<file path="config.mk">
export PLATFORM = sky130hd
export DESIGN_NAME = router_fsm_flat
export DESIGN_NICKNAME = d
export VERILOG_FILES = /design/src/rtl/router_fsm_if.sv /design/src/rtl/router_fsm.sv /design/src/flat_wrapper.sv
export SDC_FILE = /design/constraint.sdc
export NUM_CORES = 1
export LEC_CHECK = 0
export ABC_AREA = 1
export BUFFER_PORTS_ARGS = -buffer_cell sky130_fd_sc_hd__buf_2
export CORE_UTILIZATION = 28
export CTS_CLUSTER_SIZE = 30
export DETAILED_ROUTE_END_ITERATION = 16
export MAX_ROUTING_LAYER = met4
export PLACE_DENSITY_LB_ADDON = 0.25
export REMOVE_ABC_BUFFERS = 1
export SYNTH_ARGS = -nofsm -noshare
export SYNTH_HDL_FRONTEND = slang
export SYNTH_SLANG_ARGS = --single-unit
export TNS_END_PERCENT = 20
</file>
<file path="constraint.sdc">
create_clock -name i_clock -period 3.3 [get_ports i_clock]
set_clock_uncertainty 0.2 [all_clocks]
set_input_delay 0.33 -clock i_clock [delete_from_list [all_inputs] [get_ports i_clock]]
set_output_delay 0.33 -clock i_clock [all_outputs]
set_load 0.01 [all_outputs]
</file>
<file path="src/rtl/router_fsm_if.sv">
// router_fsm_if
//   Bundles the ingress-control signals of the 1x3 router around router_fsm.
//   master : the surrounding datapath (input port, router_reg, synchronizer/FIFOs)
//            drives the status inputs and observes the state decodes.
//   slave  : router_fsm itself.
// Signals
//   pkt_valid          packet valid, header through last payload byte
//   data_in[1:0]       destination address field of the header byte
//   fifo_full          full flag of the currently addressed FIFO
//   fifo_empty_0..2    empty flags of the three output FIFOs
//   soft_reset_0..2    per-FIFO soft reset (read timeout)
//   parity_done        router_reg captured the parity byte
//   low_packet_valid   pkt_valid fell while the FIFO was full
//   detect_add .. busy state decodes and handshake outputs of the FSM
interface router_fsm_if #(
  parameter int ADDR_W = 2
);
  logic              pkt_valid;
  logic [ADDR_W-1:0] data_in;
  logic              fifo_full;
  logic              fifo_empty_0;
  logic              fifo_empty_1;
  logic              fifo_empty_2;
  logic              soft_reset_0;
  logic              soft_reset_1;
  logic              soft_reset_2;
  logic              parity_done;
  logic              low_packet_valid;

  logic              detect_add;
  logic              lfd_state;
  logic              ld_state;
  logic              full_state;
  logic              laf_state;
  logic              rst_int_reg;
  logic              write_enb_reg;
  logic              busy;

  modport master (
    output pkt_valid, data_in, fifo_full,
           fifo_empty_0, fifo_empty_1, fifo_empty_2,
           soft_reset_0, soft_reset_1, soft_reset_2,
           parity_done, low_packet_valid,
    input  detect_add, lfd_state, ld_state, full_state, laf_state,
           rst_int_reg, write_enb_reg, busy
  );

  modport slave (
    input  pkt_valid, data_in, fifo_full,
           fifo_empty_0, fifo_empty_1, fifo_empty_2,
           soft_reset_0, soft_reset_1, soft_reset_2,
           parity_done, low_packet_valid,
    output detect_add, lfd_state, ld_state, full_state, laf_state,
           rst_int_reg, write_enb_reg, busy
  );
endinterface

</file>
<file path="src/rtl/router_fsm.sv">
// router_fsm
//   Ingress control FSM of the 1x3 router. Decodes the header address, waits
//   for the destination FIFO to drain, then steps header, payload and parity
//   bytes into router_reg, handling FIFO-full back-pressure and per-port soft
//   resets. All outputs are decoded from the state register only (Moore).
// Ports
//   i_clock  system clock, rising edge
//   i_reset  asynchronous, active-high reset
//   bus      router_fsm_if.slave: status inputs and state-decode outputs
//
// State table
//   state | meaning
//   DA    | DECODE_ADDRESS: idle, sample header address
//   WTE   | WAIT_TILL_EMPTY: destination FIFO still holds an older packet
//   LFD   | LOAD_FIRST_DATA: header byte into FIFO
//   LD    | LOAD_DATA: payload bytes written
//   FFS   | FIFO_FULL_STATE: destination full, hold the byte
//   LAF   | LOAD_AFTER_FULL: write the held byte once space frees up
//   LP    | LOAD_PARITY: parity byte written
//   CPE   | CHECK_PARITY_ERROR: router_reg compares parity
module router_fsm #(
  parameter int              ADDR_W   = 2,
  parameter logic [ADDR_W-1:0] BAD_ADDR = 2'b11
) (
  input  logic         i_clock,
  input  logic         i_reset,
  router_fsm_if.slave  bus
);

  typedef enum logic [2:0] {
    S_DA  = 3'd0,
    S_WTE = 3'd1,
    S_LFD = 3'd2,
    S_LD  = 3'd3,
    S_FFS = 3'd4,
    S_LAF = 3'd5,
    S_LP  = 3'd6,
    S_CPE = 3'd7
  } state_t;

  state_t            r_state;
  state_t            w_next_state;
  logic [ADDR_W-1:0] r_addr;

  // Padded to four entries so the reserved address indexes a constant 0
  // instead of falling off the end of the vector.
  logic [3:0]        w_empty;
  logic [3:0]        w_soft;
  logic              w_hdr_ok;

  assign w_empty  = {1'b0, bus.fifo_empty_2, bus.fifo_empty_1, bus.fifo_empty_0};
  assign w_soft   = {1'b0, bus.soft_reset_2, bus.soft_reset_1, bus.soft_reset_0};
  assign w_hdr_ok = bus.pkt_valid && (bus.data_in != BAD_ADDR);

  // State register and latched destination address.
  always_ff @(posedge i_clock or posedge i_reset) begin
    if (i_reset) begin
      r_state <= S_DA;
      r_addr  <= '0;
    end else begin
      r_state <= w_next_state;
      if (r_state == S_DA && bus.pkt_valid) begin
        r_addr <= bus.data_in;
      end
    end
  end

  // Next-state logic.
  always_comb begin
    w_next_state = r_state;
    unique case (r_state)
      S_DA: begin
        if (w_hdr_ok) begin
          w_next_state = w_empty[bus.data_in] ? S_LFD : S_WTE;
        end
      end
      S_WTE: begin
        if (w_empty[r_addr]) begin
          w_next_state = S_LFD;
        end
      end
      S_LFD: begin
        w_next_state = S_LD;
      end
      S_LD: begin
        if (bus.fifo_full) begin
          w_next_state = S_FFS;
        end else if (!bus.pkt_valid) begin
          w_next_state = S_LP;
        end
      end
      S_FFS: begin
        if (!bus.fifo_full) begin
          w_next_state = S_LAF;
        end
      end
      S_LAF: begin
        if (bus.parity_done) begin
          w_next_state = S_DA;
        end else if (bus.low_packet_valid) begin
          w_next_state = S_LP;
        end else begin
          w_next_state = S_LD;
        end
      end
      S_LP: begin
        w_next_state = S_CPE;
      end
      S_CPE: begin
        w_next_state = bus.fifo_full ? S_FFS : S_DA;
      end
      default: begin
        w_next_state = S_DA;
      end
    endcase

    // A soft reset of the port currently being served aborts the packet from
    // any state; soft resets of the other ports do not concern this packet.
    if (w_soft[r_addr]) begin
      w_next_state = S_DA;
    end
  end

  // Output decode, from the state register only.
  always_comb begin
    bus.detect_add    = (r_state == S_DA);
    bus.lfd_state     = (r_state == S_LFD);
    bus.ld_state      = (r_state == S_LD);
    bus.full_state    = (r_state == S_FFS);
    bus.laf_state     = (r_state == S_LAF);
    bus.rst_int_reg   = (r_state == S_CPE);
    bus.write_enb_reg = (r_state == S_LD) || (r_state == S_LAF) || (r_state == S_LP);
    // Input may only advance while idle or streaming payload.
    bus.busy          = !((r_state == S_DA) || (r_state == S_LD));
  end

endmodule

</file>
<file path="src/flat_wrapper.sv">
// flat-port wrapper written by rule: the top's interface ports become plain ports
module router_fsm_flat 
#(
  parameter int              ADDR_W   = 2,
  parameter logic [ADDR_W-1:0] BAD_ADDR = 2'b11
)
  (i_clock, i_reset, bus_pkt_valid, bus_data_in, bus_fifo_full, bus_fifo_empty_0, bus_fifo_empty_1, bus_fifo_empty_2, bus_soft_reset_0, bus_soft_reset_1, bus_soft_reset_2, bus_parity_done, bus_low_packet_valid, bus_detect_add, bus_lfd_state, bus_ld_state, bus_full_state, bus_laf_state, bus_rst_int_reg, bus_write_enb_reg, bus_busy);
  router_fsm_if #(.ADDR_W(ADDR_W)) bus_i ();
  input  logic i_clock;
  input  logic i_reset;
  input wire logic [$bits(bus_i.pkt_valid)-1:0] bus_pkt_valid;
  input wire logic [$bits(bus_i.data_in)-1:0] bus_data_in;
  input wire logic [$bits(bus_i.fifo_full)-1:0] bus_fifo_full;
  input wire logic [$bits(bus_i.fifo_empty_0)-1:0] bus_fifo_empty_0;
  input wire logic [$bits(bus_i.fifo_empty_1)-1:0] bus_fifo_empty_1;
  input wire logic [$bits(bus_i.fifo_empty_2)-1:0] bus_fifo_empty_2;
  input wire logic [$bits(bus_i.soft_reset_0)-1:0] bus_soft_reset_0;
  input wire logic [$bits(bus_i.soft_reset_1)-1:0] bus_soft_reset_1;
  input wire logic [$bits(bus_i.soft_reset_2)-1:0] bus_soft_reset_2;
  input wire logic [$bits(bus_i.parity_done)-1:0] bus_parity_done;
  input wire logic [$bits(bus_i.low_packet_valid)-1:0] bus_low_packet_valid;
  output wire logic [$bits(bus_i.detect_add)-1:0] bus_detect_add;
  output wire logic [$bits(bus_i.lfd_state)-1:0] bus_lfd_state;
  output wire logic [$bits(bus_i.ld_state)-1:0] bus_ld_state;
  output wire logic [$bits(bus_i.full_state)-1:0] bus_full_state;
  output wire logic [$bits(bus_i.laf_state)-1:0] bus_laf_state;
  output wire logic [$bits(bus_i.rst_int_reg)-1:0] bus_rst_int_reg;
  output wire logic [$bits(bus_i.write_enb_reg)-1:0] bus_write_enb_reg;
  output wire logic [$bits(bus_i.busy)-1:0] bus_busy;
  assign bus_i.pkt_valid = bus_pkt_valid;
  assign bus_i.data_in = bus_data_in;
  assign bus_i.fifo_full = bus_fifo_full;
  assign bus_i.fifo_empty_0 = bus_fifo_empty_0;
  assign bus_i.fifo_empty_1 = bus_fifo_empty_1;
  assign bus_i.fifo_empty_2 = bus_fifo_empty_2;
  assign bus_i.soft_reset_0 = bus_soft_reset_0;
  assign bus_i.soft_reset_1 = bus_soft_reset_1;
  assign bus_i.soft_reset_2 = bus_soft_reset_2;
  assign bus_i.parity_done = bus_parity_done;
  assign bus_i.low_packet_valid = bus_low_packet_valid;
  assign bus_detect_add = bus_i.detect_add;
  assign bus_lfd_state = bus_i.lfd_state;
  assign bus_ld_state = bus_i.ld_state;
  assign bus_full_state = bus_i.full_state;
  assign bus_laf_state = bus_i.laf_state;
  assign bus_rst_int_reg = bus_i.rst_int_reg;
  assign bus_write_enb_reg = bus_i.write_enb_reg;
  assign bus_busy = bus_i.busy;
  router_fsm #(.ADDR_W(ADDR_W), .BAD_ADDR(BAD_ADDR)) u_core (.i_clock(i_clock), .i_reset(i_reset), .bus(bus_i));
endmodule
</file>
==> results of run 1 <==
## cell families after synthesis
group / after synthesis / share of synthesized area
flip-flops: 5 / 0.270
AND/OR/NAND/NOR: 51 / 0.461
buffers and inverters: 17 / 0.137
AO/OA/AOI/OAI: 10 / 0.132
## critical path, stage by stage, from the launching register on
cell	delay, ns
dfrtp_1	0.39
nand2_1	0.10
nor2_1	0.19
inv_1	0.09
o211ai_1	0.08
buf_2	0.15
## state kept, by name, summed over array words and instances (netlist names)
register / cells
u_core.r_state: 3
u_core.r_addr: 2
## layer usage
metal | share of wire | up-vias | track usage
met5 | 0 | - | -
met4 | 0.013 | 0 | 0.0688
met3 | 0.073 | 2 | 0.0638
met2 | 0.48 | 20 | 0.233
met1 | 0.43 | 244 | 0.155
li1 | - | 309 | -
## area by class of cell
cell class	count	area [sq um]	area share
Sequential cell	5	125	0.200
Timing Repair Buffer	22	115	0.184
Tap cell	16	20.0	0.0320
Clock buffer	4	26.3	0.0420
Multi-Input combinational cell	61	275	0.440
Inverter	17	63.8	0.102
## final timing paths
check	from	end	slack [ns]	cells after the start
setup / recovery	u_core.r_state[0]	bus_write_enb_reg	1.52	5
hold / removal	bus_data_in[1]	u_core.r_addr[1]	0.19	3
setup reg to reg	u_core.r_state[2]	u_core.r_state[2]	1.83	8
hold reg to reg	u_core.r_addr[1]	u_core.r_addr[1]	0.38	2
max in group asynchronous	i_reset	u_core.r_addr[1]	2.41	3
min in group asynchronous	i_reset	u_core.r_state[1]	0.32	3
## cells in the mapped netlist
cell type and count:
nand2_1 26, inv_1 16, nor2_1 16, nand3_1 6, dfrtp_1 5, a21oi_1 3
o211ai_1 3, nand3_2 2, o21ai_0 2, a31oi_1 1, inv_2 1, nor2_2 1
o31ai_1 1
## stage by stage
step                      std cells   util  power [W]  cell area [sq um]  setup WS (ns)
after floorplan                  83      -   0.000353                464           1.82
after global placement          120  0.387   0.000446                589           1.80
after detailed placement        120  0.387   0.000448                589           1.77
after CTS                       125  0.411   0.000523                626           1.51
after global routing            125  0.411   0.000578                626           1.41
final                           125  0.411   0.000516                626           1.52
## power groups by stage
stage                Clock, W  Sequential [W]  Combinational, W
global placement            0        0.000127          0.000319
CTS                 0.0000741        0.000127          0.000323
detailed placement          0        0.000128          0.000320
global route        0.0000801        0.000131          0.000367
finish              0.0000709        0.000126          0.000319
floorplan                   0        0.000117          0.000235
## what timing repair did
action | in CTS | in global routing
setup buffers | 0 | 0
endpoints found under the hold margin | 5 | 0
hold buffers | 1 | 0
==> flow_summary.yaml, run 1 <==
outcome:
  status: "completed"
critical_path:
  worst-setup-path-type: "reg -> out"
  crit_fanout: 5
  cp.required_ns: 2.77
  cp-end-kind: "output port"
  worstPathArrival_ns: 1.25
  startpoint_type: "flop"
layout:
  diodes: 0
  layout_commonest_cell: "nand2_1"
  drive_gt1_frac: 0.257
  final_nets: 124
  mostFrequentLayoutCells: "nand2_1 (26), buf_2 (21), inv_1 (16), nor2_1 (16), nand3_1 (6)"
  fillers: 189
  area_delta_synth_final_pct: 34.8
logic_synthesis:
  yosys-top-cells-area: "dfrtp_1 (27%), nand2_1 (21%), inv_1 (13%)"
  post-synth-top-area-cell: "dfrtp_1"
  synth_area_sq_um: 464
  synth_seq_cells: 5
  avgSynthCellArea_sq_um: 5.59
  synth.top_cell.area_share: 0.270
  synthesis.instances: 83
  ys_warn_count: 0
  ys_seq_area_frac: 0.270
  ys_types: 13
worst_hold_path:
  hold_class: "in -> reg"
timing:
  hold_ws_ns: 0.195
  setup_tns_ns: 0
  slew_viol_final: 0
  setup_viol: 0
  min_period_ns: 1.78
  fin_crit_sh: 0.540
  rsz0062_at_grt: "no"
  max_slew_margin: 0.794
  hold_viol: 0
  worstMarginPinSlew_ns: 0.307
  fmax_mhz: 561
pwr:
  seqPwrFrac: 0.245
  p_per_area_nw_per_um2: 825
  p_sw_w: 0.000258
  leakage_nw: 0.395
  internal_power_w: 0.000258
  p_clk_frac: 0.137
  p_sw_frac: 0.501
  ir_drop_mv: 0.315
  p_comb_frac: 0.618
place:
  port_buffers: 21
  dpl.hpwl_um: 987
  gp_congestion: 0.847
clocking:
  clockBufferDepth: 2
  cts_made_buffers: 3
  root_buffer: "clkbuf_4"
  cts_tree: "yes"
  cts_resized: 0
  clock_sinks: 5
  clock_latency_ns: 0.24
  htreeDepth: 1
  clkTransAtPathRegs_ns: 0.04
routing:
  vias: 575
  firstDrtPassIters: 3
  drtIter0Drc: 4
  wl_per_cell_um: 9.22
  wirelength_um: 1150
  vias_per_cell: 4.60
  final_antenna_net_count: 0
  drc: 0
floorplan:
  row_count: 14
  top_level_ports: 22
  design.core.area_sq_um: 1520
  die_height_um: 42.7
  initial_core_util: 0.305
  die_area_sq_um: 1820
  fp.dieW_um: 42.7
job:
  maxCapViolCount: 0
global_routing:
  grt_pass1_wl_um: 1910
  grt_overflow_total: 0
  antenna_found_initial: 0
  grt_max_degree: 8
  track_usage: 0.147
  first_global_vias: 520
Power figures use the tool's default switching activity.
==> run 2: changes to the inputs <==
ABC_AREA = 0   (was 1)
clock period = 1.6 ns   (was 3.3 ns; I/O delays follow)
==> run 2 against run 1 <==
  * The flow now finishes with violations (setup timing)
  * Wire length up 17%
  * Cell count down 12%
  * Register-to-register slack worse by 1.9 ns
  * First-iteration DRC count rose to 3.5 times the previous value
  * Setup slack worse by 1.6 ns
  * Global-route usage up 1.8 points
  * Power up 130%
  * Non-clock buffer count up 18
  * Synthesized cell count down 36%
==> flow_summary.yaml, run 2 <==
logic_synthesis:
  yosys-top-cells-area: "dfrtp_1 (27%), mux2i_1 (6.6%), mux2_2 (4.9%)"
  synth.top_cell.area_share: 0.275
  ys_warn_count: 0
  ys_top_cells_by_count: "dfrtp_1 (5), nand2_1 (4), nor2_1 (4)"
  ys_seq_area_frac: 0.275
  synth_top_flop_cell: "dfrtp_1"
  synth_area_sq_um: 455
  ys_types: 31
  synthArstFlopShare: 1.00
  yosysMostFrequentCell: "dfrtp_1"
  synthesis.instances: 53
  synth_seq_cells: 5
  post-synth-top-area-cell: "dfrtp_1"
  avgSynthCellArea_sq_um: 8.59
  synth_edf_count: 0
outcome:
  violations: "setup timing"
  status: "finished, violations left"
clocking:
  root_buffer: "clkbuf_4"
  clock_latency_ns: 0.24
  cts_tree: "yes"
  clockBufferDepth: 2
  clock_sinks: 5
  htreeDepth: 1
  clkTransAtPathRegs_ns: 0.04
  cts_made_buffers: 3
job:
  maxCapViolCount: 0
layout:
  final_nets: 109
  area_delta_synth_final_pct: 77.5
  reg.largest.list: "u_core.r_state x3, u_core.r_addr x2"
  layout_commonest_cell: "buf_2"
  regMostFlops: "u_core.r_state"
  diodes: 0
  largest_reg_flops: 3
  mostFrequentLayoutCells: "buf_2 (21), buf_4 (13), nand2_1 (4), nor2_1 (4), dfrtp_1 (4)"
  drive_gt1_frac: 0.585
global_routing:
  first_global_vias: 507
  track_usage: 0.165
  grt_pass1_wl_um: 2190
  grt_max_degree: 8
  antenna_found_initial: 0
  grt_overflow_total: 0
routing:
  drtIter0Drc: 14
  wl_per_cell_um: 12.3
  vias: 557
  firstDrtPassIters: 4
  wirelength_um: 1350
  drc: 0
  vias_per_cell: 5.06
  final_antenna_net_count: 0
pwr:
  seqPwrFrac: 0.211
  ir_drop_mv: 0.502
  internal_power_w: 0.000723
  p_sw_frac: 0.388
  leakage_nw: 0.427
  p_clk_frac: 0.123
  p_comb_frac: 0.666
  p_sw_w: 0.000458
  p_per_area_nw_per_um2: 1460
critical_path:
  startpoint_type: "flop"
  r2r_slack_ns: -0.07
  startpoint: "u_core.r_state[2]"
  crit_path_end: "bus_busy"
  worst-setup-path-type: "reg -> out"
  crit_fanout: 3
  cp-end-kind: "output port"
  cp.required_ns: 1.24
  r2r_end: "u_core.r_state[0]"
  rr_worst_depth: 4
  worstPathArrival_ns: 1.34
  worst_r2r_startpoint: "u_core.r_state[2]"
timing:
  setup_tns_ns: -0.368
  setup_viol: 7
  min_period_ns: 1.70
  slew_viol_final: 0
  fin_crit_sh: 1.06
  max_slew_margin: 0.702
  worst_slack_ns: -0.0999
  hold_viol: 0
  fmax_mhz: 588
  hold_ws_ns: 0.0151
  worstMarginPinSlew_ns: 0.447
  rsz0062_at_grt: "yes"
worst_hold_path:
  hold_class: "in -> reg"
  hold_start: "bus_data_in[0]"
place:
  port_buffers: 21
  gp_congestion: 0.786
  dpl.hpwl_um: 875
floorplan:
  design.core.area_sq_um: 1510
  die_area_sq_um: 1790
  row_count: 14
  top_level_ports: 22
  die_height_um: 42.3
  initial_core_util: 0.302
  fp.dieW_um: 42.3
## run 2: changes by cell type in the layout (fill, tap and decap cells not counted), moves of 3 or more
cell and change:
inv_1 -13, buf_4 +13, nand2_1 -22, nor2_1 -12, nand3_1 -4, buf_6 +3, mux2i_1 +3
## run 2: kinds of logic after synthesis
family / after synthesis / share of synthesized area
buf+inv: 6 / 0.0604
flops: 5 / 0.275
xor+xnor: 1 / 0.0192
compound gates: 15 / 0.255
simple gates: 21 / 0.275
mux: 5 / 0.115
## run 2: cell type report
class	count	area, sq um
Inverter	3	11.3
Multi-Input combinational cell	42	338
Clock buffer	4	26.3
Fill cell	148	698
Timing Repair Buffer	40	287
Tap cell	16	20.0
Sequential cell	5	126
## run 2: repair_timing
| item | in CTS | in global routing |
|---|---|---|
| hold buffers | 1 | 0 |
| endpoints found under the hold margin | 5 | 0 |
| setup buffers | 10 | 0 |
| pin swaps | 6 | 2 |
| gates resized for setup | 7 | 4 |
| endpoints found under the setup margin | 10 | 11 |
## run 2: through the flow
stage                      util  instance area [sq um]  setup WS, ns  total power (W)  cells
after floorplan               -                    439       -0.0965         0.000565     50
after global placement    0.423                    637       0.00895         0.000807     95
after detailed placement  0.423                    637       -0.0310         0.000807     95
after CTS                 0.524                    790       -0.0795          0.00115    110
after global routing      0.537                    808        -0.138          0.00126    110
final                     0.537                    808       -0.0999          0.00118    110
## run 2: power groups by stage
| stage | registers, W | logic (W) | clock network [W] |
|---|---|---|---|
| finish | 0.000249 | 0.000787 | 0.000145 |
| global route | 0.000260 | 0.000849 | 0.000152 |
| CTS | 0.000245 | 0.000756 | 0.000148 |
| detailed placement | 0.000252 | 0.000555 | 0 |
| global placement | 0.000253 | 0.000554 | 0 |
| floorplan | 0.000259 | 0.000306 | 0 |
## run 2: routing by layer
layer	routed length, um	vias up	GRT usage	share of wire
met3	65	2	0.0302	0.048
met5	0	-	-	0
met1	588	259	0.201	0.44
met4	11	0	0.0813	0.0082
li1	-	278	-	-
met2	684	18	0.262	0.51
## run 2: worst max-delay path, stage by stage (launching register included)
cell and delay (ns):
dfrtp_1 0.42, buf_4 0.17, nor3_4 0.22, buf_4 0.14
nor2_1 0.03, buf_2 0.13
## run 2: worst min-delay path by stage
stage | to | slack, ns | depth (start not counted)
after floorplan | u_core.r_addr[0] | -0.26 | 1
after global routing | u_core.r_addr[0] | 0.03 | 2
after global placement | u_core.r_addr[0] | -0.14 | 2
after detailed placement | u_core.r_addr[0] | -0.14 | 2
final | u_core.r_addr[0] | 0.02 | 2
after CTS | u_core.r_addr[1] | 0.01 | 2
==> run 3: changes to the inputs <==
clock period = 2.1 ns   (was 1.6 ns; I/O delays follow)
==> run 3 against run 2 <==
  * The run now ends clean
  * Cell count shrank 15%
  * Critical path depth is 2 lower
  * Critical endpoint is now u_core.r_state[0]
  * Sequential cell count unchanged
  * Highest routed layer unchanged
  * Clock-buffer cell count unchanged
  * Combinational power shrank 57%
  * Global-route usage decreased by 3.5 points
  * Register-to-register slack better by 0.37 ns
  * Sequential power down 18%
  * Sequential share of layout area grew 4.9 points
  * Final area shrank 25%
  * Power down 44%
  * Via count is 17% lower
==> flow_summary.yaml, run 3 (synthesis gave the netlist of run 2 again) <==
outcome:
  status: "completed"
place:
  port_buffers: 21
  dpl.hpwl_um: 788
  gp_congestion: 0.728
layout:
  largest_reg_flops: 3
  mostFrequentLayoutCells: "buf_2 (21), dfrtp_1 (5), nand2_1 (4), nor2_1 (4)"
  area_delta_synth_final_pct: 33.5
  diodes: 0
  drive_gt1_frac: 0.403
  reg.largest.list: "u_core.r_state x3, u_core.r_addr x2"
  regMostFlops: "u_core.r_state"
  layout_commonest_cell: "buf_2"
  fin_util: 0.404
  final_nets: 92
pwr:
  p_per_area_nw_per_um2: 1080
  p_clk_frac: 0.175
  p_comb_frac: 0.513
  seqPwrFrac: 0.311
  internal_power_w: 0.000378
  p_sw_frac: 0.425
  leakage_nw: 0.323
  p_sw_w: 0.000279
  ir_drop_mv: 0.403
clocking:
  cts_tree: "yes"
  cts_made_buffers: 3
  clockBufferDepth: 2
  cts_resized: 0
  root_buffer: "clkbuf_4"
  clkTransAtPathRegs_ns: 0.05
  clock_latency_ns: 0.25
  htreeDepth: 1
  clock_sinks: 5
routing:
  wirelength_um: 1060
  wl_per_cell_um: 11.4
  firstDrtPassIters: 3
  vias_per_cell: 4.98
  drtIter0Drc: 1
  final_antenna_net_count: 0
  drc: 0
  vias: 463
timing:
  hold_viol: 0
  slew_viol_final: 0
  min_period_ns: 1.80
  setup_tns_ns: 0
  rsz0062_at_grt: "no"
  worstMarginPinSlew_ns: 0.419
  setup_viol: 0
  fin_crit_sh: 0.858
  fmax_mhz: 555
  max_slew_margin: 0.721
critical_path:
  crit_fanout: 13
  cp.required_ns: 2.06
  worst-setup-path-type: "reg -> reg"
  startpoint_type: "flop"
  cp-end-kind: "flop"
  worstPathArrival_ns: 1.76
worst_hold_path:
  hold_class: "in -> reg"
global_routing:
  track_usage: 0.130
  grt_max_degree: 14
  grt_overflow_total: 0
  grt_pass1_wl_um: 1680
  antenna_found_initial: 0
  first_global_vias: 398
floorplan:
  design.core.area_sq_um: 1510
  top_level_ports: 22
  die_area_sq_um: 1790
  row_count: 14
  die_height_um: 42.3
  fp.dieW_um: 42.3
  initial_core_util: 0.302
job:
  maxCapViolCount: 0
run 3: cell types whose count changed in the layout (fill, tap and decap cells not counted), sizes merged:
cell / change
buf: -17
run 3: area by class of cell:
cell class | instances | area, sq um
Fill cell | 165 | 898
Inverter | 3 | 11.3
Timing Repair Buffer | 23 | 123
Multi-Input combinational cell | 42 | 303
Clock buffer | 4 | 26.3
Tap cell | 16 | 20.0
Sequential cell | 5 | 125
run 3: timing repair:
item	CTS	global route
hold buffers	1	0
buffers inserted	0	0
setup endpoints to repair	0	0
hold endpoints to repair	5	0
run 3: routing by layer:
metal	wire length, um	track usage
met4	29	0.0938
met3	64	0.0431
met2	444	0.166
met5	0	-
met1	524	0.168
run 3: power groups by stage:
stage	logic, W	registers [W]	clock network (W)
2_1_floorplan	0.000233	0.000198	0
3_3_place_gp	0.000341	0.000202	0
3_5_place_dp	0.000337	0.000206	0
4_1_cts	0.000342	0.000206	0.000119
5_1_grt	0.000369	0.000214	0.000124
6_report	0.000337	0.000205	0.000115
run 3: final timing paths:
check                             startpoint                 to  slack, ns  cells after the start
max reg2reg                u_core.r_state[2]  u_core.r_state[0]       0.30                      3
max in group asynchronous            i_reset  u_core.r_state[1]       1.33                      3
min in group asynchronous            i_reset   u_core.r_addr[0]       0.20                      3
min reg2reg                 u_core.r_addr[0]   u_core.r_addr[0]       0.41                      1
max                        u_core.r_state[2]  u_core.r_state[0]       0.30                      3
min                           bus_data_in[0]   u_core.r_addr[0]       0.05                      2
run 3: stage by stage:
step	worst slack [ns]	area [sq um]	std cells	power (W)	hold WS, ns
finish	0.298	608	93	0.000657	0.0484
global route	0.234	608	93	0.000706	0.0521
CTS	0.290	608	93	0.000667	0.0447
detailed placement	0.292	572	88	0.000543	-0.0835
global placement	0.387	572	88	0.000543	-0.0851
floorplan	0.403	439	50	0.000430	-0.211
run 3: critical path: stages, from the launching register on:
cell and delay [ns]:
dfrtp_1 0.58, or4b_1 0.49, a22o_1 0.20, a311oi_2 0.25
